===== src/rtl/charge_display_driver_if.sv =====
// Display driver bus: controller values in, multiplexed 7-segment drive out.
// The driver uses the slave modport; the controller side uses master.
interface charge_display_driver_if;
    logic [7:0] money;
    logic [7:0] restime;
    logic [6:0] seg;
    logic [3:0] an;
    logic       dp;
    logic       busy;

    modport master (
        output money, restime,
        input  seg, an, dp, busy
    );

    modport slave (
        input  money, restime,
        output seg, an, dp, busy
    );
endinterface


===== src/rtl/charge_display_driver.sv =====
// Converts money/restime to two decimal digits each (sequential double dabble)
// and scans them onto a 4-digit multiplexed 7-segment display.
module charge_display_driver #(
    parameter int         SCAN_DIV   = 25,
    parameter logic [7:0] BLANK_CODE = 8'hff
) (
    input logic                    CLK,
    input logic                    nRST,
    charge_display_driver_if.slave bus
);

    localparam logic [3:0] DG_DASH  = 4'ha;
    localparam logic [3:0] DG_BLANK = 4'hf;
    localparam logic [7:0] PRE_LAST = 8'(SCAN_DIV - 1);

    typedef enum logic [1:0] {
        IDLE,
        CONV,
        LOAD
    } state_t;

    state_t          state;
    logic [7:0]      snap_m;
    logic [7:0]      snap_r;
    logic [19:0]     sh_m;
    logic [19:0]     sh_r;
    logic [2:0]      iter;
    logic            busy_q;

    // dig[3]=money tens, dig[2]=money ones, dig[1]=time tens, dig[0]=time ones
    logic [3:0][3:0] dig;
    logic [3:0][3:0] dig_nxt;

    logic [7:0]      pre;
    logic [1:0]      idx;
    logic [1:0]      idx_nxt;

    logic [6:0]      seg_q;
    logic [3:0]      an_q;
    logic            dp_q;

    // One double-dabble step: +3 on every BCD nibble >= 5, then shift left.
    function automatic logic [19:0] dabble(input logic [19:0] x);
        logic [19:0] y;
        y = x;
        for (int n = 0; n < 3; n++) begin
            if (y[8+4*n +: 4] >= 4'd5)
                y[8+4*n +: 4] = y[8+4*n +: 4] + 4'd3;
        end
        return {y[18:0], 1'b0};
    endfunction

    // Turn a converted value into {tens, ones} display digits.
    function automatic logic [7:0] map_pair(
        input logic [7:0]  v,
        input logic [11:0] bcd
    );
        logic [7:0] r;
        if (v == BLANK_CODE)
            r = {DG_BLANK, DG_BLANK};
        else if (v >= 8'd100)
            r = {DG_DASH, DG_DASH};
        else if (v < 8'd10)
            r = {DG_BLANK, bcd[3:0]};
        else
            r = bcd[7:0];
        return r;
    endfunction

    function automatic logic [6:0] seg_code(input logic [3:0] d);
        logic [6:0] s;
        case (d)
            4'd0:    s = 7'h3f;
            4'd1:    s = 7'h06;
            4'd2:    s = 7'h5b;
            4'd3:    s = 7'h4f;
            4'd4:    s = 7'h66;
            4'd5:    s = 7'h6d;
            4'd6:    s = 7'h7d;
            4'd7:    s = 7'h07;
            4'd8:    s = 7'h7f;
            4'd9:    s = 7'h6f;
            DG_DASH: s = 7'h40;
            default: s = 7'h00;
        endcase
        return s;
    endfunction

    // Conversion FSM: detect input change, 8 dabble cycles, one load cycle.
    always_ff @(posedge CLK or negedge nRST) begin
        if (!nRST) begin
            state  <= IDLE;
            snap_m <= BLANK_CODE;
            snap_r <= BLANK_CODE;
            sh_m   <= '0;
            sh_r   <= '0;
            iter   <= '0;
            busy_q <= 1'b0;
        end else begin
            case (state)
                IDLE: begin
                    if ({bus.money, bus.restime} != {snap_m, snap_r}) begin
                        snap_m <= bus.money;
                        snap_r <= bus.restime;
                        sh_m   <= {12'd0, bus.money};
                        sh_r   <= {12'd0, bus.restime};
                        iter   <= '0;
                        busy_q <= 1'b1;
                        state  <= CONV;
                    end
                end
                CONV: begin
                    sh_m <= dabble(sh_m);
                    sh_r <= dabble(sh_r);
                    iter <= iter + 3'd1;
                    if (iter == 3'd7)
                        state <= LOAD;
                end
                LOAD: begin
                    busy_q <= 1'b0;
                    state  <= IDLE;
                end
                default: state <= IDLE;
            endcase
        end
    end

    // Digit values as they will be after this edge (LOAD writes new ones).
    always_comb begin
        dig_nxt = dig;
        if (state == LOAD) begin
            dig_nxt[3:2] = map_pair(snap_m, sh_m[19:8]);
            dig_nxt[1:0] = map_pair(snap_r, sh_r[19:8]);
        end
    end

    // Digit registers hold the last completed conversion.
    always_ff @(posedge CLK or negedge nRST) begin
        if (!nRST)
            dig <= {4{DG_BLANK}};
        else
            dig <= dig_nxt;
    end

    // Scan index after this edge; advances on prescaler terminal count.
    always_comb begin
        idx_nxt = idx;
        if (pre == PRE_LAST)
            idx_nxt = idx + 2'd1;
    end

    // Prescaler and scan index.
    always_ff @(posedge CLK or negedge nRST) begin
        if (!nRST) begin
            pre <= '0;
            idx <= '0;
        end else begin
            pre <= (pre == PRE_LAST) ? 8'd0 : pre + 8'd1;
            idx <= idx_nxt;
        end
    end

    // an, seg and dp all follow the next index so they switch together.
    always_ff @(posedge CLK or negedge nRST) begin
        if (!nRST) begin
            an_q  <= 4'b1111;
            seg_q <= 7'h00;
            dp_q  <= 1'b0;
        end else begin
            an_q  <= ~(4'b1000 >> idx_nxt);
            seg_q <= seg_code(dig_nxt[~idx_nxt]);
            dp_q  <= (idx_nxt == 2'd1) && (dig_nxt[2] != DG_BLANK);
        end
    end

    assign bus.seg  = seg_q;
    assign bus.an   = an_q;
    assign bus.dp   = dp_q;
    assign bus.busy = busy_q;

endmodule

===== src/flat_wrapper.sv =====
// flat-port wrapper written by rule: the top's interface ports become plain ports
module charge_display_driver_flat 
#(
    parameter int         SCAN_DIV   = 25,
    parameter logic [7:0] BLANK_CODE = 8'hff
)
  (CLK, nRST, bus_money, bus_restime, bus_seg, bus_an, bus_dp, bus_busy);
  charge_display_driver_if bus_i ();
  input logic CLK;
  input logic nRST;
  input wire logic [$bits(bus_i.money)-1:0] bus_money;
  input wire logic [$bits(bus_i.restime)-1:0] bus_restime;
  output wire logic [$bits(bus_i.seg)-1:0] bus_seg;
  output wire logic [$bits(bus_i.an)-1:0] bus_an;
  output wire logic [$bits(bus_i.dp)-1:0] bus_dp;
  output wire logic [$bits(bus_i.busy)-1:0] bus_busy;
  assign bus_i.money = bus_money;
  assign bus_i.restime = bus_restime;
  assign bus_seg = bus_i.seg;
  assign bus_an = bus_i.an;
  assign bus_dp = bus_i.dp;
  assign bus_busy = bus_i.busy;
  charge_display_driver #(.SCAN_DIV(SCAN_DIV), .BLANK_CODE(BLANK_CODE)) u_core (.CLK(CLK), .nRST(nRST), .bus(bus_i));
endmodule

===== config.mk =====
export PLATFORM = sky130hd
export DESIGN_NAME = charge_display_driver_flat
export DESIGN_NICKNAME = d
export VERILOG_FILES = /design/src/rtl/charge_display_driver_if.sv /design/src/rtl/charge_display_driver.sv /design/src/flat_wrapper.sv
export SDC_FILE = /design/constraint.sdc
export NUM_CORES = 1
export LEC_CHECK = 0
export BUFFER_PORTS_ARGS = -buffer_cell sky130_fd_sc_hd__buf_2
export CORE_MARGIN = 2
export CORE_UTILIZATION = 30
export CTS_BUF_LIST = sky130_fd_sc_hd__clkbuf_2
export DETAILED_ROUTE_END_ITERATION = 7
export PLACE_DENSITY = 0.48
export SLEW_MARGIN = 20
export SYNTH_ARGS = -nofsm -noshare
export SYNTH_HDL_FRONTEND = slang
export SYNTH_SLANG_ARGS = --single-unit

===== constraint.sdc =====
create_clock -name CLK -period 7.9 [get_ports CLK]
set_input_delay 0.395 -clock CLK [delete_from_list [all_inputs] [get_ports CLK]]
set_output_delay 0.395 -clock CLK [all_outputs]
set_load 0.05 [all_outputs]

# == Word level (Yosys, flattened, before mapping) ==
# Memory sizes are Yosys's and may differ from the RTL's. A register that Yosys moved wholly into a read port is not among the register bits.
# Cells that the tools add are included.
# totals
reg_bits,93
mem_bits_ro,112
inputBits,18
mem_count,1
# op_classes
n_addsub,9
n_lt_le_gt_ge,11
eq_ne,11
shift,1
n_mux,28
n_bitwise,2
n_reduce_logical,9
# memory_table
name,depth,width,rd,rd_clocked_by_memory_dff,write_ports,line,rtl
(name not given),16,7,1,1,0,charge_display_driver.sv:72,case (d)
# op_table
operator,n
20-bit case mux with 2 select lines,2
8-bit two-way mux,7
20-bit two-way mux,2
4-bit by 3-bit greater-or-equal comparator with 1-bit output (second input constant),6
4-bit two-way mux,5
4-bit by 2-bit adder with 4-bit output (second input constant),4
8-bit equality test (second input constant),2
8-bit by 7-bit greater-or-equal comparator with 1-bit output (second input constant),2
8-bit by 4-bit < comparator with 1-bit output (second input constant),2
16-bit two-way mux,1
16-bit != test,1
3-bit two-way mux,3
8-bit by 1-bit adder with 8-bit output (second input constant),1
4-bit binary-select mux with 2-bit select,1
8-bit by 5-bit equality test with 1-bit output (second input constant),1
2-bit AND reduction,4
3-bit by 2-bit adder with 3-bit output (second input constant),2
2-bit two-way mux,3
3-bit case mux with 2 select lines,1
2-bit by 1-bit equality test with 1-bit output (second input constant),2
2-bit by 1-bit != test with 1-bit output (second input constant),2
4-bit != test (second input constant),1
4-bit NOT,1
2-bit case mux with 2 select lines,1
other kinds (13),14

# == Longest topological paths before layout ==
# Gate-level depths: netlist of run 1.
# depth
ltp_word,7
depth_mapped,12
mapped_depth_nobuf,11

# == Worst setup path after synthesis of run 1 ==
# OpenSTA, ideal clock, no wires.
# synth_path
path_kind,register to register
from,register u_core.pre[0]
to,"register u_core.seg_q[0], in the netlist u_core.bus.seg[0]"
arrival_time_ps,2668
required_ps,7796
slack_ps,5128
path_stages_with_launch,12
n_path_buf,1
period_less_slack_ps,2772
path_cell_list,dfrtp_1 inv_1 ha_1 and4b_1 and2_1 buf_2 xnor2_1 o311ai_1 inv_1 ha_1 or3_1 o311ai_1
# synth_via
elab_chain_len,5
# synth_rtl
item,line,rtl
from (decl),charge_display_driver.sv:34,logic [7:0] pre;
from (signal assigned),charge_display_driver.sv:158,pre <= (pre == PRE_LAST) ? 8'd0 : pre + 8'd1;
8-bit by 5-bit equality test with 1-bit output,charge_display_driver.sv:148,if (pre == PRE_LAST)
2-bit two-way mux,charge_display_driver.sv:148,
2-bit NOT,charge_display_driver.sv:171,seg_q <= seg_code(dig_nxt[~idx_nxt]);
4-bit binary-select mux with 2-bit select,charge_display_driver.sv:171,
4-bit two-way mux (implied by the code),charge_display_driver.sv:171,
to (decl),charge_display_driver.sv:38,logic [6:0] seg_q;
# No other way between the ends. The select of a mux whose other input is x is not followed.
# A chain may end at the register's enable or synchronous reset.

# == Worst setup path in the final report of run 1 ==
# Ends and elaborated chain as after synthesis.

==> results of run 1 <==
routing by layer:
layer	GRT usage (%)	routed length, um	up-vias
met1	18.0	4960	1710
li1	-	-	1691
met2	22.1	4920	54
met4	4.46	149	0
met5	0	0	-
met3	3.95	397	9
state kept, by name (all words and copies together) (netlist names):
name             cells
u_core.bus.busy      1
u_core.pre           8
u_core.iter          3
u_core.idx           2
u_core.sh_r         16
u_core.bus.dp        1
u_core.state         2
u_core.sh_m         16
u_core.dig          16
u_core.bus.an        4
u_core.snap_r        8
u_core.bus.seg       7
u_core.snap_m        8
worst register-to-register path: stages (launching register included):
cell,delay (ns)
dfrtp_1,0.46
inv_1,0.07
ha_1,0.13
and4b_1,0.24
and2_1,0.43
xnor2_1,0.21
o311ai_1,0.72
inv_1,0.15
ha_1,0.23
or3_1,0.39
o311ai_1,0.08
where the power goes:
group	total, uW	internal [uW]	switching (uW)	leakage [uW]
Clock	196	36.9	159	0.0000556
Combinational	876	357	519	0.00107
Sequential	863	716	148	0.00107
Total	1940	1110	826	0.00220
cell type report:
type                       instances  area (um^2)  share of cell area [%]
clock inverter                     7         33.8                   0.655
multi-input combinational        328         2140                    41.6
timing repair buffer              43          274                    5.32
sequential                        92         2350                    45.5
tap                              188          235                    4.56
antenna                            1         2.50                  0.0485
inverter                          20         75.1                    1.46
clock buffer                       9         45.0                   0.874
placed cells by master (no fill, tap or decap), types with 3 or more instances in the layout:
cell / Yosys / routed
nor3_1: 9 / 8
nand2_1: 62 / 62
o311ai_1: 5 / 5
buf_2: 4 / 29
ha_1: 18 / 18
clkinv_1: 0 / 4
and3_1: 3 / 3
a22oi_1: 14 / 14
nor4_1: 3 / 3
nand3_1: 9 / 9
buf_4: 0 / 5
a31oi_1: 3 / 3
nand2b_1: 8 / 8
and2_1: 4 / 4
o31ai_1: 3 / 3
inv_1: 20 / 20
dfrtp_1: 56 / 56
mux2_2: 16 / 16
xnor2_1: 25 / 25
xor2_1: 6 / 6
nand4_1: 8 / 8
o211ai_1: 3 / 3
dfstp_2: 36 / 36
dlygate4sd3_1: 0 / 8
o21ai_0: 18 / 18
a21oi_1: 22 / 22
nor2_1: 36 / 35
o22ai_1: 9 / 9
a211oi_1: 3 / 3
clkbuf_2: 0 / 9
o21bai_1: 4 / 4
per-stage QoR:
step / total power (uW) / hold slack, ns / instance area [um^2] / std cells
floorplan: 1520 / 0.0994 / 4640 / 461
global placement: 1720 / 0.382 / 4980 / 662
detailed placement: 1750 / 0.387 / 4980 / 662
CTS: 1960 / 0.000862 / 5130 / 685
global route: 2110 / 0.00167 / 5150 / 688
finish: 1940 / 0.0837 / 5150 / 688
how the worst min path moves through the flow:
stage	startpoint	endpoint	slack, ns	depth (start not counted)
after floorplan	nRST	u_core.bus.busy	0.1	0
after global placement	nRST	u_core.sh_m[7]	0.38	1
after detailed placement	nRST	u_core.sh_m[7]	0.39	1
after CTS	bus_money[0]	u_core.sh_m[0]	0.0009	2
after global routing	bus_restime[0]	u_core.sh_r[0]	0.002	2
final	bus_restime[1]	u_core.sh_r[1]	0.08	3
what timing repair did:
action	CTS	global route
hold buffers	7	1
gates resized for setup	0	0
hold endpoints to repair	33	1
cell families after synthesis:
group	count (synthesis)	share of synthesized area, %
and+or+nand+nor	153	15.0
muxes	17	4.10
buffers and inverters	41	3.43
DFF	92	50.6
adders and majority gates	18	4.86
AOI/OAI and AO/OA	109	16.2
xor gates and xnor gates	31	5.85
==> results.json, run 1 <==
{
  "status": "completed",
  "r2r_setup_slack_ns": 4.71,
  "fp.dieW_um": 128,
  "path_buf_inv": 2,
  "routed_via_density": 5.03,
  "start_util_pct": 30.6,
  "synth_cells": 461,
  "setup_viol": 0,
  "grt_first_pass_wirelength_um": 17600,
  "grt_pass1_vias": 3397,
  "fill_cells": 1549,
  "path_max_fanout": 13,
  "antenna_found_initial": 1,
  "layout.nets": 530,
  "synth_largest_area_cell": "dfrtp_1",
  "final_util_pct": 34.0,
  "ios": 31,
  "slew_viol_final": 0,
  "yosysSeqAreaShare_pct": 50.6,
  "cts_setup_buffers": 0,
  "slew_headroom_pct": 37.9,
  "netlist_top_cells_area": "dfrtp_1 (30%), dfstp_2 (20%), nand2_1 (5.0%)",
  "grt_overflow_total": 0,
  "yosysMostFrequentCell": "nand2_1",
  "clkSlewWorstSetupHoldPaths_ns": 0.23,
  "layout_setup_ws_ns": 4.71,
  "yosys.area.top_type_share_pct": 30.2,
  "r2r_start": "u_core.pre[0]",
  "hold_viol_final": 0,
  "synth_area_mm2": 0.00464,
  "cpMaxStageDelayCell": "o311ai_1",
  "rr_endpoint": "u_core.bus.seg[0]",
  "period_minus_slack_ns": 3.19,
  "wl_per_cell_um": 15.2,
  "fin_crit_sh_pct": 40.3,
  "ys.flop_type": "dfrtp_1",
  "synth-edff-count": 0,
  "cts_buffers": 9,
  "ctsHtreeMaxLevel": 3,
  "drive_gt1_share_pct": 21.8,
  "p_per_area_mw_per_mm2": 375,
  "clockBufferDepth": 2,
  "clkSinkCount": 92,
  "die_area_mm2": 0.0165,
  "drc": 0,
  "detailed_place_hpwl_um": 7150,
  "cts_tree": "done",
  "worstSetupStartpoint": "u_core.pre[0]",
  "root_buffer": "clkbuf_2",
  "max_stage_delay_ns": 0.72,
  "reg2reg_depth": 10,
  "hold_class": "in -> reg",
  "ir_drop_v": 0.000175,
  "coreArea_mm2": 0.0151,
  "track_usage_pct": 13.8,
  "ys_warn_count": 0,
  "rsz0062_at_grt": "no",
  "vias": 3464,
  "maxCapViolCount": 0,
  "worstSetupPathType": "reg -> reg",
  "rows": 45,
  "syn_nets": 497,
  "first_iter_violations": 173,
  "critPathCaptureType": "flip-flop",
  "worstSetupEndpoint": "u_core.bus.seg[0]",
  "die_h_um": 128,
  "wl_um": 10400,
  "io_buffers": 30,
  "synth_async_sr_flop_share_pct": 100,
  "worst_pin_slew_ns": 0.931,
  "drtAntennaViolNets": 0,
  "fmax_mhz": 314,
  "cp.required_ns": 8.40,
  "synth_cell_types": 55,
  "crit_cells": 10,
  "start_kind": "flip-flop",
  "fin_tns_setup_ns": 0,
  "drt_first_pass_iters": 5,
  "p_leak_uw": 0.00220,
  "netlist_top_cells_count": "nand2_1 (62), dfrtp_1 (56), dfstp_2 (36), nor2_1 (36), xnor2_1 (25)",
  "synth_area_per_cell_um2": 10.1,
  "insertion_delay_ns": 0.59,
  "clock_skew_ns": 0.0251,
  "ys_seq_elements": 92,
  "gp_congestion": 0.755,
  "crit_arrival_ns": 3.68,
  "area_growth_pct": 11.1,
  "dp_slack_ns": 4.77,
  "crit_chain": "inv_1 > ha_1 > and4b_1 > and2_1 > xnor2_1 > o311ai_1 > inv_1 > ha_1 > or3_1 > o311ai_1",
  "critPathTopFamily": "simple AND/OR/NAND/NOR gates",
  "grt_max_degree": 58
}
No activity file was read; power rests on OpenSTA's default activity.
==> inputs of run 2 (changes only) <==
==> constraint.sdc (replaced) <==
create_clock -name CLK -period 3.34 [get_ports CLK]
set_input_delay 0.167 -clock CLK [delete_from_list [all_inputs] [get_ports CLK]]
set_output_delay 0.167 -clock CLK [all_outputs]
set_load 0.05 [all_outputs]
==> results.json, run 2 (same netlist as run 1, synthesis figures left out) <==
{
  "clock_skew_ns": 0.0436,
  "switchingPower_uw": 1950,
  "dp_slack_ns": 0.347,
  "cp.required_ns": 3.82,
  "rows": 45,
  "drt_first_pass_iters": 4,
  "period_minus_slack_ns": 2.86,
  "vias": 3510,
  "p_per_area_mw_per_mm2": 870,
  "drive_gt1_share_pct": 22.5,
  "rsz0062_at_grt": "no",
  "p_int_uw": 2650,
  "gp_congestion": 0.757,
  "largest_registers": "u_core.dig (16), u_core.sh_m (16), u_core.sh_r (16)",
  "ios": 31,
  "comb_power_share_pct": 45.3,
  "cts_tree": "done",
  "switching_share_pct": 42.5,
  "area_growth_pct": 14.0,
  "clkSinkCount": 92,
  "grt_max_degree": 69,
  "root_buffer": "clkbuf_2",
  "layout_setup_ws_ns": 0.484,
  "slew_viol_final": 0,
  "fp.dieW_um": 128,
  "ctsHtreeMaxLevel": 3,
  "wl_per_cell_um": 15.0,
  "cpMaxStageDelayCell": "nor4_1",
  "coreArea_mm2": 0.0151,
  "p_leak_uw": 0.00225,
  "io_buffers": 30,
  "clockBufferDepth": 2,
  "mostFrequentLayoutCell": "nand2_1",
  "track_usage_pct": 13.9,
  "worstSetupPathType": "reg -> reg",
  "hold_viol_final": 0,
  "start_util_pct": 30.6,
  "fin_crit_sh_pct": 85.5,
  "max_stage_delay_ns": 0.58,
  "path_buf_inv": 1,
  "antenna_found_initial": 1,
  "die_h_um": 128,
  "cts_buffers": 9,
  "grt_overflow_total": 0,
  "first_iter_violations": 192,
  "routed_via_density": 5.01,
  "cts_setup_buffers": 0,
  "hold_class": "in -> async",
  "maxCapViolCount": 0,
  "insertion_delay_ns": 0.60,
  "layout.nets": 542,
  "status": "completed",
  "layout_common_cells": "nand2_1 (62), dfrtp_1 (56), nor2_1 (36), dfstp_2 (36), buf_2 (29)",
  "critPathCaptureType": "flip-flop",
  "die_area_mm2": 0.0165,
  "clkPwrFrac_pct": 10.2,
  "crit_arrival_ns": 3.34,
  "fin_tns_setup_ns": 0,
  "start_kind": "flip-flop",
  "setup_viol": 0,
  "wl_um": 10500,
  "slew_headroom_pct": 41.6,
  "crit_chain": "nor4_1 > a21oi_1 > o311ai_1 > o21bai_1 > o311ai_2 > inv_1 > ha_1 > o311ai_1",
  "detailed_place_hpwl_um": 7280,
  "cp_common_cell": "o311ai_1",
  "whs_ns": 0.191,
  "ir_drop_v": 0.000477,
  "critPathTopFamily": "compound AO/OA/AOI/OAI gates",
  "sequentialPowerShare_pct": 44.5,
  "drtAntennaViolNets": 0,
  "path_max_fanout": 6,
  "fmax_mhz": 350,
  "drc": 0,
  "clkSlewWorstSetupHoldPaths_ns": 0.27,
  "grt_first_pass_wirelength_um": 17900,
  "worst_pin_slew_ns": 0.876,
  "grt_pass1_vias": 3461
}
[run 2: cell types whose count changed in the layout (fill, tap and decap cells not counted), moves of 2 or more]
cell and change:
clkinvlp_4 +2, dlygate4sd3_1 +9, buf_4 +3, clkinv_1 -2
[run 2: final timing paths]
check | start | to | slack (ns) | cells after the start
setup / recovery | u_core.snap_r[4] | u_core.bus.seg[3] | 0.48 | 8
hold / removal | nRST | u_core.sh_r[4] | 0.19 | 2
setup reg to reg | u_core.snap_r[4] | u_core.bus.seg[3] | 0.48 | 8
hold reg to reg | u_core.pre[7] | u_core.pre[7] | 0.49 | 1
max in group asynchronous | nRST | u_core.dig[6] | 2.39 | 3
min in group CLK | bus_restime[7] | u_core.sh_r[7] | 0.34 | 4
[run 2: final cells by class]
type	instances	area, um^2
clock inverters	6	32.5
flip-flops and latches	92	2350
diodes	1	2.50
clock buffers	10	50.0
well taps	188	235
fillers	1552	9860
multi-input cells	328	2150
inverters	20	75.1
repair buffers	55	395
[run 2: what timing repair did]
action,in CTS,in global routing
gates resized for setup,0,1
hold endpoints to repair,74,0
setup endpoints to repair,0,2
hold buffers,17,0
[run 2: power by group through the flow]
stage	clock network, uW	registers, uW	logic (uW)
detailed placement	0	2070	2080
global route	544	2120	2370
global placement	0	2050	2050
CTS	504	2050	2100
floorplan	0	2120	1490
finish	467	2050	2080
[run 2: through the flow]
| stage | instance area, um^2 | util, % | instances | total power, uW |
|---|---|---|---|---|
| finish | 5290 | 34.9 | 700 | 4600 |
| global route | 5290 | 34.9 | 700 | 5030 |
| CTS | 5280 | 34.8 | 699 | 4660 |
| detailed placement | 5020 | 33.2 | 666 | 4150 |
| global placement | 5020 | 33.2 | 666 | 4100 |
| floorplan | 4640 | - | 461 | 3600 |
[run 2: metal layers]
layer | wire length, um | vias up | track usage, %
met2 | 4940 | 60 | 21.3
met1 | 5110 | 1724 | 19.2
met4 | 128 | 0 | 3.94
met3 | 327 | 7 | 3.91
met5 | 0 | - | 0
li1 | - | 1719 | -
==> inputs of run 3 (changes only) <==
==> constraint.sdc (replaced) <==
create_clock -name CLK -period 3.5 [get_ports CLK]
set_input_delay 0.175 -clock CLK [delete_from_list [all_inputs] [get_ports CLK]]
set_output_delay 0.175 -clock CLK [all_outputs]
set_load 0.05 [all_outputs]
==> results.json, run 3 (same netlist as run 1, synthesis figures left out) <==
{
  "status": "completed",
  "detailed_place_hpwl_um": 7310,
  "worstSetupEndpoint": "u_core.bus.seg[0]",
  "rsz0062_at_grt": "no",
  "clockBufferDepth": 2,
  "track_usage_pct": 13.7,
  "layout.nets": 540,
  "cp.required_ns": 3.99,
  "die_area_mm2": 0.0165,
  "insertion_delay_ns": 0.57,
  "setup_viol": 0,
  "routed_via_density": 4.94,
  "start_kind": "flip-flop",
  "multi_input_area_mm2": 0.00215,
  "slew_headroom_pct": 46.5,
  "antennaDiodeCount": 0,
  "ff_latch_area_mm2": 0.00235,
  "antenna_found_initial": 0,
  "dp.cells": 664,
  "drc": 0,
  "gp_congestion": 0.769,
  "critPathCaptureType": "flip-flop",
  "drt_first_pass_iters": 4,
  "mostFrequentLayoutCell": "nand2_1",
  "worstSetupStartpoint": "u_core.pre[0]",
  "r2r_setup_slack_ns": 0.52,
  "drtAntennaViolNets": 0,
  "fp.dieW_um": 128,
  "cts_buffers": 9,
  "vias": 3444,
  "fin_total_pwr_uw": 4440,
  "worstSetupPathType": "reg -> reg",
  "clkSinkCount": 92,
  "slew_viol_final": 0,
  "coreArea_mm2": 0.0151,
  "fin_tns_setup_ns": 0,
  "fmax_mhz": 336,
  "die_h_um": 128,
  "grtUsageMet3_pct": 2.95,
  "area_growth_pct": 13.8,
  "top_usage_layer": "met2",
  "fill_cells": 1543,
  "grt_first_pass_wirelength_um": 17600,
  "ctsHtreeMaxLevel": 3,
  "worst_pin_slew_ns": 0.799,
  "ios": 31,
  "layout_common_cells": "nand2_1 (62), dfrtp_1 (56), nor2_1 (36), dfstp_2 (36), buf_2 (29)",
  "cts_setup_buffers": 0,
  "finalNonFillerCells": 697,
  "period_minus_slack_ns": 2.98,
  "r2r_start": "u_core.pre[0]",
  "max_stage_delay_ns": 0.50,
  "grt_max_degree": 56,
  "crit_chain": "inv_1 > ha_1 > and4b_1 > and2_1 > xnor2_1 > o311ai_2 > inv_1 > ha_1 > or3_1 > o311ai_1",
  "io_buffers": 30,
  "final_util_pct": 34.8,
  "largest_registers": "u_core.dig (16), u_core.sh_m (16), u_core.sh_r (16)",
  "reg2reg_depth": 10,
  "place_area_mm2": 0.00499,
  "wl_um": 10400,
  "grt_pass1_vias": 3370,
  "cpMaxStageDelayCell": "o311ai_2",
  "ir_drop_v": 0.000324,
  "p_leak_uw": 0.00226,
  "wl_per_cell_um": 14.9,
  "maxCapViolCount": 0,
  "path_max_fanout": 13,
  "grtUsageMet1_pct": 19.0,
  "hold_viol_final": 0,
  "met2_usage_pct": 21.5,
  "clkSlewWorstSetupHoldPaths_ns": 0.23,
  "root_buffer": "clkbuf_2",
  "first_iter_violations": 179,
  "start_util_pct": 30.6,
  "post-route-cell-area_mm2": 0.00528,
  "p_per_area_mw_per_mm2": 841,
  "clock_skew_ns": 0.00983,
  "drive_gt1_share_pct": 22.2,
  "crit_arrival_ns": 3.47,
  "rr_endpoint": "u_core.bus.seg[0]",
  "hold_class": "in -> async",
  "grt_overflow_total": 0,
  "cts_tree": "done",
  "rows": 45,
  "fin_crit_sh_pct": 85.1
}
-- run 3: changes by cell type in the layout (fill, tap and decap cells not counted) --
cell        delta
clkinv_2       +2
clkinvlp_4     -2
buf_12         -1
buf_4          -1
bufinv_16      +1
clkbuf_2       -1
diode_2        -1
-- run 3: per-layer routing --
metal,vias up,routed length (um)
met5,-,0
met4,0,142
met3,11,322
met2,54,4830
met1,1675,5090
li1,1704,-
-- run 3: worst min path at each step --
stage / start / to / depth (start not counted)
after detailed placement: nRST / u_core.sh_m[8] / 1
after CTS: nRST / u_core.sh_m[7] / 2
after global placement: nRST / u_core.sh_m[8] / 1
after floorplan: nRST / u_core.bus.busy / 0
final: nRST / u_core.sh_m[7] / 2
after global routing: nRST / u_core.sh_m[7] / 2
-- run 3: per-stage QoR --
step	worst slack, ns	hold WS (ns)
final	0.522	0.159
after floorplan	0.728	-0.121
after global routing	0.238	0.146
after global placement	0.437	0.277
after CTS	0.301	0.128
after detailed placement	0.364	0.284
-- run 3: cell type report --
class | instances | share of cell area (%)
repair buffers | 53 | 6.97
well taps | 188 | 4.46
clock inverters | 7 | 1.09
flip-flops and latches | 92 | 44.5
inverters | 20 | 1.42
multi-input cells | 328 | 40.7
clock buffers | 9 | 0.853
-- run 3: timing repair --
item	4_1_cts	5_1_grt
hold buffers	17	0
setup endpoints to repair	0	2
gates resized for setup	0	1
endpoints found under the hold margin	79	0
-- run 3: critical path, delay by kind of cell, from the launching register on --
kind	cells	cell delay, ns
xor gates and xnor gates	1	0.21
and+or+nand+nor	3	1.10
DFF	1	0.46
buffers and inverters	2	0.20
adders and majority gates	2	0.34
AOI/OAI and AO/OA	2	0.58
-- run 3: power breakdown --
group | leakage, uW | total [uW] | internal, uW | switching [uW]
clock network | 0.0000703 | 514 | 156 | 358
logic | 0.00111 | 1970 | 812 | 1160
registers | 0.00107 | 1950 | 1620 | 335
